### src/rtl/fb_pkg.sv
// Shared types and defaults for the double-buffered frame store and its
// buffer_select users.
package fb_pkg;

    typedef enum logic [1:0] {
        CLEAR = 2'd0,
        DRAW  = 2'd1,
        READY = 2'd2
    } fsc_state_t;

    localparam int         DEF_ADDR_W   = 19;
    localparam int         DEF_DATA_W   = 4;
    localparam int         DEF_NUM_PIX  = 307200;
    localparam logic [3:0] DEF_BG_COLOR = 4'd0;

    // Buffer index to one-hot select: 0 -> 01, 1 -> 10.
    function automatic logic [1:0] onehot2(input logic sel);
        logic [1:0] oh;
        if (sel) begin
            oh = 2'b10;
        end else begin
            oh = 2'b01;
        end
        return oh;
    endfunction

endpackage

### src/rtl/frame_swap_ctrl.sv
// Double-buffer controller: owns the shared frame_buffer bus, clears the back
// buffer each frame and swaps front/back on vsync once drawing is complete.
module frame_swap_ctrl
    import fb_pkg::*;
#(
    parameter int                ADDR_W   = DEF_ADDR_W,
    parameter int                DATA_W   = DEF_DATA_W,
    parameter int                NUM_PIX  = DEF_NUM_PIX,
    parameter logic [DATA_W-1:0] BG_COLOR = DATA_W'(DEF_BG_COLOR)
) (
    input  logic              Clk,
    input  logic              Reset_n,
    input  logic              vsync,
    input  logic              rd_req,
    input  logic [ADDR_W-1:0] rd_addr,
    output logic              rd_valid,
    input  logic              wr_req,
    input  logic [ADDR_W-1:0] wr_addr,
    input  logic [DATA_W-1:0] wr_data,
    output logic              wr_ack,
    input  logic              frame_done,
    output logic              frame_start,
    output logic [1:0]        we,
    output logic [1:0]        re,
    output logic [ADDR_W-1:0] address,
    output logic [DATA_W-1:0] data_In,
    output logic              front
);

    localparam logic [ADDR_W-1:0] LAST_PIX = ADDR_W'(NUM_PIX - 1);

    fsc_state_t        state_r;
    logic              front_r;
    logic              vs_d_r;
    logic              vs_pend_r;
    logic              rd_valid_r;
    logic              frame_start_r;
    logic [ADDR_W-1:0] clr_cnt_r;

    logic vs_rise_s;
    logic clr_slot_s;
    logic clr_last_s;
    logic wr_slot_s;
    logic swap_s;

    assign vs_rise_s  = vsync & ~vs_d_r;
    assign clr_slot_s = (state_r == CLEAR) & ~rd_req;
    assign clr_last_s = clr_slot_s & (clr_cnt_r == LAST_PIX);
    assign wr_slot_s  = (state_r == DRAW) & ~rd_req & wr_req;
    // A read launched last cycle must see the old front buffer, hence the rd_valid guard.
    assign swap_s     = (state_r == READY) & vs_pend_r & ~rd_req & ~rd_valid_r;

    assign front       = front_r;
    assign re          = onehot2(front_r);
    assign rd_valid    = rd_valid_r;
    assign frame_start = frame_start_r;

    // Per-cycle bus arbitration: read, then clear, then drawer write, else idle.
    always_comb begin
        we      = 2'b00;
        address = {ADDR_W{1'b0}};
        data_In = {DATA_W{1'b0}};
        wr_ack  = 1'b0;
        if (!Reset_n) begin
            we = 2'b00;
        end else if (rd_req) begin
            address = rd_addr;
        end else if (state_r == CLEAR) begin
            address = clr_cnt_r;
            data_In = BG_COLOR;
            we      = onehot2(~front_r);
        end else if (wr_slot_s) begin
            address = wr_addr;
            data_In = wr_data;
            we      = onehot2(~front_r);
            wr_ack  = 1'b1;
        end else begin
            we = 2'b00;
        end
    end

    // Read-valid pipeline, vsync edge delay and the frame_start pulse.
    always_ff @(posedge Clk or negedge Reset_n) begin
        if (!Reset_n) begin
            vs_d_r        <= 1'b0;
            rd_valid_r    <= 1'b0;
            frame_start_r <= 1'b0;
        end else begin
            vs_d_r        <= vsync;
            rd_valid_r    <= rd_req;
            frame_start_r <= clr_last_s;
        end
    end

    // Frame sequencing: clear the back buffer, draw, wait for vsync, swap.
    always_ff @(posedge Clk or negedge Reset_n) begin
        if (!Reset_n) begin
            state_r   <= CLEAR;
            front_r   <= 1'b0;
            vs_pend_r <= 1'b0;
            clr_cnt_r <= {ADDR_W{1'b0}};
        end else begin
            case (state_r)
                CLEAR: begin
                    if (clr_last_s) begin
                        state_r <= DRAW;
                    end else if (clr_slot_s) begin
                        clr_cnt_r <= clr_cnt_r + {{(ADDR_W-1){1'b0}}, 1'b1};
                    end else begin
                        clr_cnt_r <= clr_cnt_r;
                    end
                end
                DRAW: begin
                    if (frame_done) begin
                        state_r <= READY;
                    end else begin
                        state_r <= DRAW;
                    end
                end
                READY: begin
                    if (swap_s) begin
                        front_r   <= ~front_r;
                        vs_pend_r <= 1'b0;
                        clr_cnt_r <= {ADDR_W{1'b0}};
                        state_r   <= CLEAR;
                    end else if (vs_rise_s) begin
                        vs_pend_r <= 1'b1;
                    end else begin
                        vs_pend_r <= vs_pend_r;
                    end
                end
                default: begin
                    state_r   <= CLEAR;
                    clr_cnt_r <= {ADDR_W{1'b0}};
                    vs_pend_r <= 1'b0;
                end
            endcase
        end
    end

endmodule

### config.mk
export PLATFORM = sky130hd
export DESIGN_NAME = frame_swap_ctrl
export DESIGN_NICKNAME = d
export VERILOG_FILES = /design/src/rtl/fb_pkg.sv /design/src/rtl/frame_swap_ctrl.sv
export SDC_FILE = /design/constraint.sdc
export NUM_CORES = 1
export LEC_CHECK = 0
export CAP_MARGIN = 10
export CORE_UTILIZATION = 45
export DETAILED_ROUTE_END_ITERATION = 7
export GPL_ROUTABILITY_DRIVEN = 0
export GPL_TIMING_DRIVEN = 0
export PLACE_DENSITY = 0.81
export REMOVE_ABC_BUFFERS = 1
export SKIP_LAST_GASP = 1
export SYNTH_ARGS = -nofsm -noshare
export SYNTH_HDL_FRONTEND = slang
export SYNTH_SLANG_ARGS = --single-unit
### constraint.sdc
create_clock -name Clk -period 2 [get_ports Clk]
set_input_delay 0.4 -clock Clk [delete_from_list [all_inputs] [get_ports Clk]]
set_output_delay 0.4 -clock Clk [all_outputs]
set_load 0.02 [all_outputs]
==> out/metrics.yaml <==
rsz0062_at_grt: "yes"
outcome: "finished, violations left"
drc: 10
critPathRequiredTime_ns: 2.21
rows: 24
drive_above_1_share_pct: 30.5
pre_cts_slack_ns: -1.54
wl_per_cell_um: 19.2
cts.sinks: 26
fin_crit_ns: 2.12
p_leak_nw: 1.55
synthTopCellsByArea: "dfrtp_1, and2_1, a22oi_1, o21ai_0, nand2_1"
die_w_um: 71.2
grt-ovfl-total: 0
ctsHtreeMaxLevel: 1
numCtsBuffers: 3
violations: "DRC, setup timing"
fin_total_pwr_mw: 2.06
path_class: "reg2reg"
hold_buffers: 0
hold_path_class: "in2async"
dr.pass1.iters: 8
n_antenna_cell: 0
startpoint_type: "flop"
seqCellArea_um2: 654
synthCells: 258
syn-cell-area_mm2: 0.00216
multi_input_area_mm2: 0.00150
hold_viol_final: 0
yosys_warnings: 0
portBuffers: 78
synth_top_area_cell: "dfrtp_1"
slew_headroom_pct: 64.7
antenna_found_initial: 0
drv_cap: 0
path_clk_slew_ns: 0.10
yosys-top-cells-count: "nand2_1, dfrtp_1, and2_1, o21ai_0, a22oi_1"
ys_seq_elements: 26
period_share_pct: 106
die_h_um: 71.2
wl_um: 7720
synth_cell_types: 50
cts_tree: "built"
setup_violations: 43
yosysTopAreaCellShare_pct: 30.2
clock_path_buffers: 2
antenna_left: 0
area_growth_pct: 61.0
synth_edf_count: 0
synth.most_common_cell: "nand2_1"
ys_async_sr_fraction_pct: 100
post-dp-hpwl_um: 4100
slew_violations: 0
grt_pass1_vias: 2273
cp_max_fo: 6
end_kind: "flop"
syn_area_per_cell_um2: 8.36
design.die.area_mm2: 0.00507
ys.flop_type: "dfrtp_1"
via_per_inst: 6.33
finalWorstSetupSlack_ns: -0.123
ir_drop_mv: 0.453
power.density_mw_per_mm2: 592
grt.total_usage_pct: 28.2
yosysSeqAreaShare_pct: 30.2
coreArea_mm2: 0.00447
io_pins: 79
fin_worst_skew_ns: 0.00957
root_buffer: "clkbuf_8"
final_nets: 401
fill_cells: 278
initial_core_util_pct: 48.2
max_freq_mhz: 471
crit_arrival_ns: 2.34
worst_skew_pair.late_latency_ns: 0.29
vias: 2553
grt_max_degree: 49
worstMarginPinSlew_ns: 0.525
grt_pass1_wl_um: 11200
drt_iter0_drc: 231
## cells by family after synthesis
group	count (synthesis)	share of synthesized area, %
flip-flops	26	30.2
AO/OA/AOI/OAI	82	30.6
XOR/XNOR	1	0.406
multiplexers	2	1.51
AND/OR/NAND/NOR	113	29.0
adder cells (fa/ha/maj)	1	0.580
buffers and inverters	33	7.71
## timing repair
item                       in CTS  in global routing
setup endpoints to repair      50                 32
gates resized for setup       181                 29
cloned                          5                  3
pin swaps                      20                  9
buffers inserted               22                  3
## metal layers
metal	vias up	part of all wire, %	track usage (%)
met5	-	0	0
met4	0	3.7	13.1
met3	36	10	3.23
met2	168	48	47.7
met1	1200	38	36.2
li1	1149	-	-
## placed cells by master (no fill, tap or decap), types with 5 or more instances in the layout
master           instances
clkdlybuf4s50_1         49
nand2_1                 30
buf_4                   24
dfrtp_1                 23
buf_6                   23
and2_1                  19
o21ai_1                 13
inv_1                   12
nor2_1                  12
o21ai_0                 10
a22oi_2                 10
nand4_1                 10
a22oi_1                  9
a31oi_1                  6
nor3_1                   5
nand3_1                  5
a31oi_4                  5
## layout make-up
| cell class | count | area share, % |
|---|---|---|
| Multi-Input combinational cell | 202 | 43.2 |
| Timing Repair Buffer | 107 | 32.7 |
| Clock inverter | 1 | 0.865 |
| Clock buffer | 3 | 1.19 |
| Tap cell | 52 | 1.87 |
| Inverter | 12 | 1.30 |
| Sequential cell | 26 | 18.8 |
## worst max-delay path: stages (launching register included)
cell and delay, ns:
dfrtp_2 0.47, buf_4 0.16, buf_6 0.11, buf_6 0.12
or3_4 0.40, nor3_4 0.20, a21oi_4 0.13, buf_12 0.18
buf_4 0.13, a22oi_4 0.14
## path summary, 6_finish.rpt
check / from / endpoint / slack (ns) / cells past startpoint
worst min-delay path: Reset_n / clr_cnt_r[16] / 0.07 / 1
worst max-delay path: state_r[1] / clr_cnt_r[11] / -0.12 / 9
max in group asynchronous: Reset_n / state_r[1] / 1.55 / 1
worst max register to register: state_r[1] / clr_cnt_r[11] / -0.12 / 9
worst min register to register: clr_cnt_r[0] / clr_cnt_r[0] / 0.56 / 1
min in group Clk: rd_req / rd_valid / 0.47 / 1
## where the power goes
group / switching [mW] / internal, mW / total [mW] / leakage [nW]
logic: 0.404 / 0.388 / 0.791 / 1.21
clock network: 0.189 / 0.269 / 0.457 / 0.0357
registers: 0.198 / 0.609 / 0.807 / 0.310
## registers in the layout (all words and copies together) (netlist names)
name,count
vs_d_r,1
vs_pend_r,1
clr_cnt_r,19
state_r,2
rd_valid,1
frame_start,1
front,1
## through the flow
step           util [%]  setup TNS (ns)  instances  instance area (um2)  hold WS (ns)
6_report           77.6           -2.17        403                 3470        0.0706
5_1_grt            77.6           -4.67        403                 3470         0.108
4_1_cts            74.2          -0.936        399                 3320        0.0805
3_5_place_dp       65.0          -61.61        368                 2910         0.542
3_3_place_gp       64.4          -82.91        367                 2880         0.525
2_1_floorplan         -          -13.88        237                 2040         0.104
Note: power is estimated with default switching activity, not from simulation.
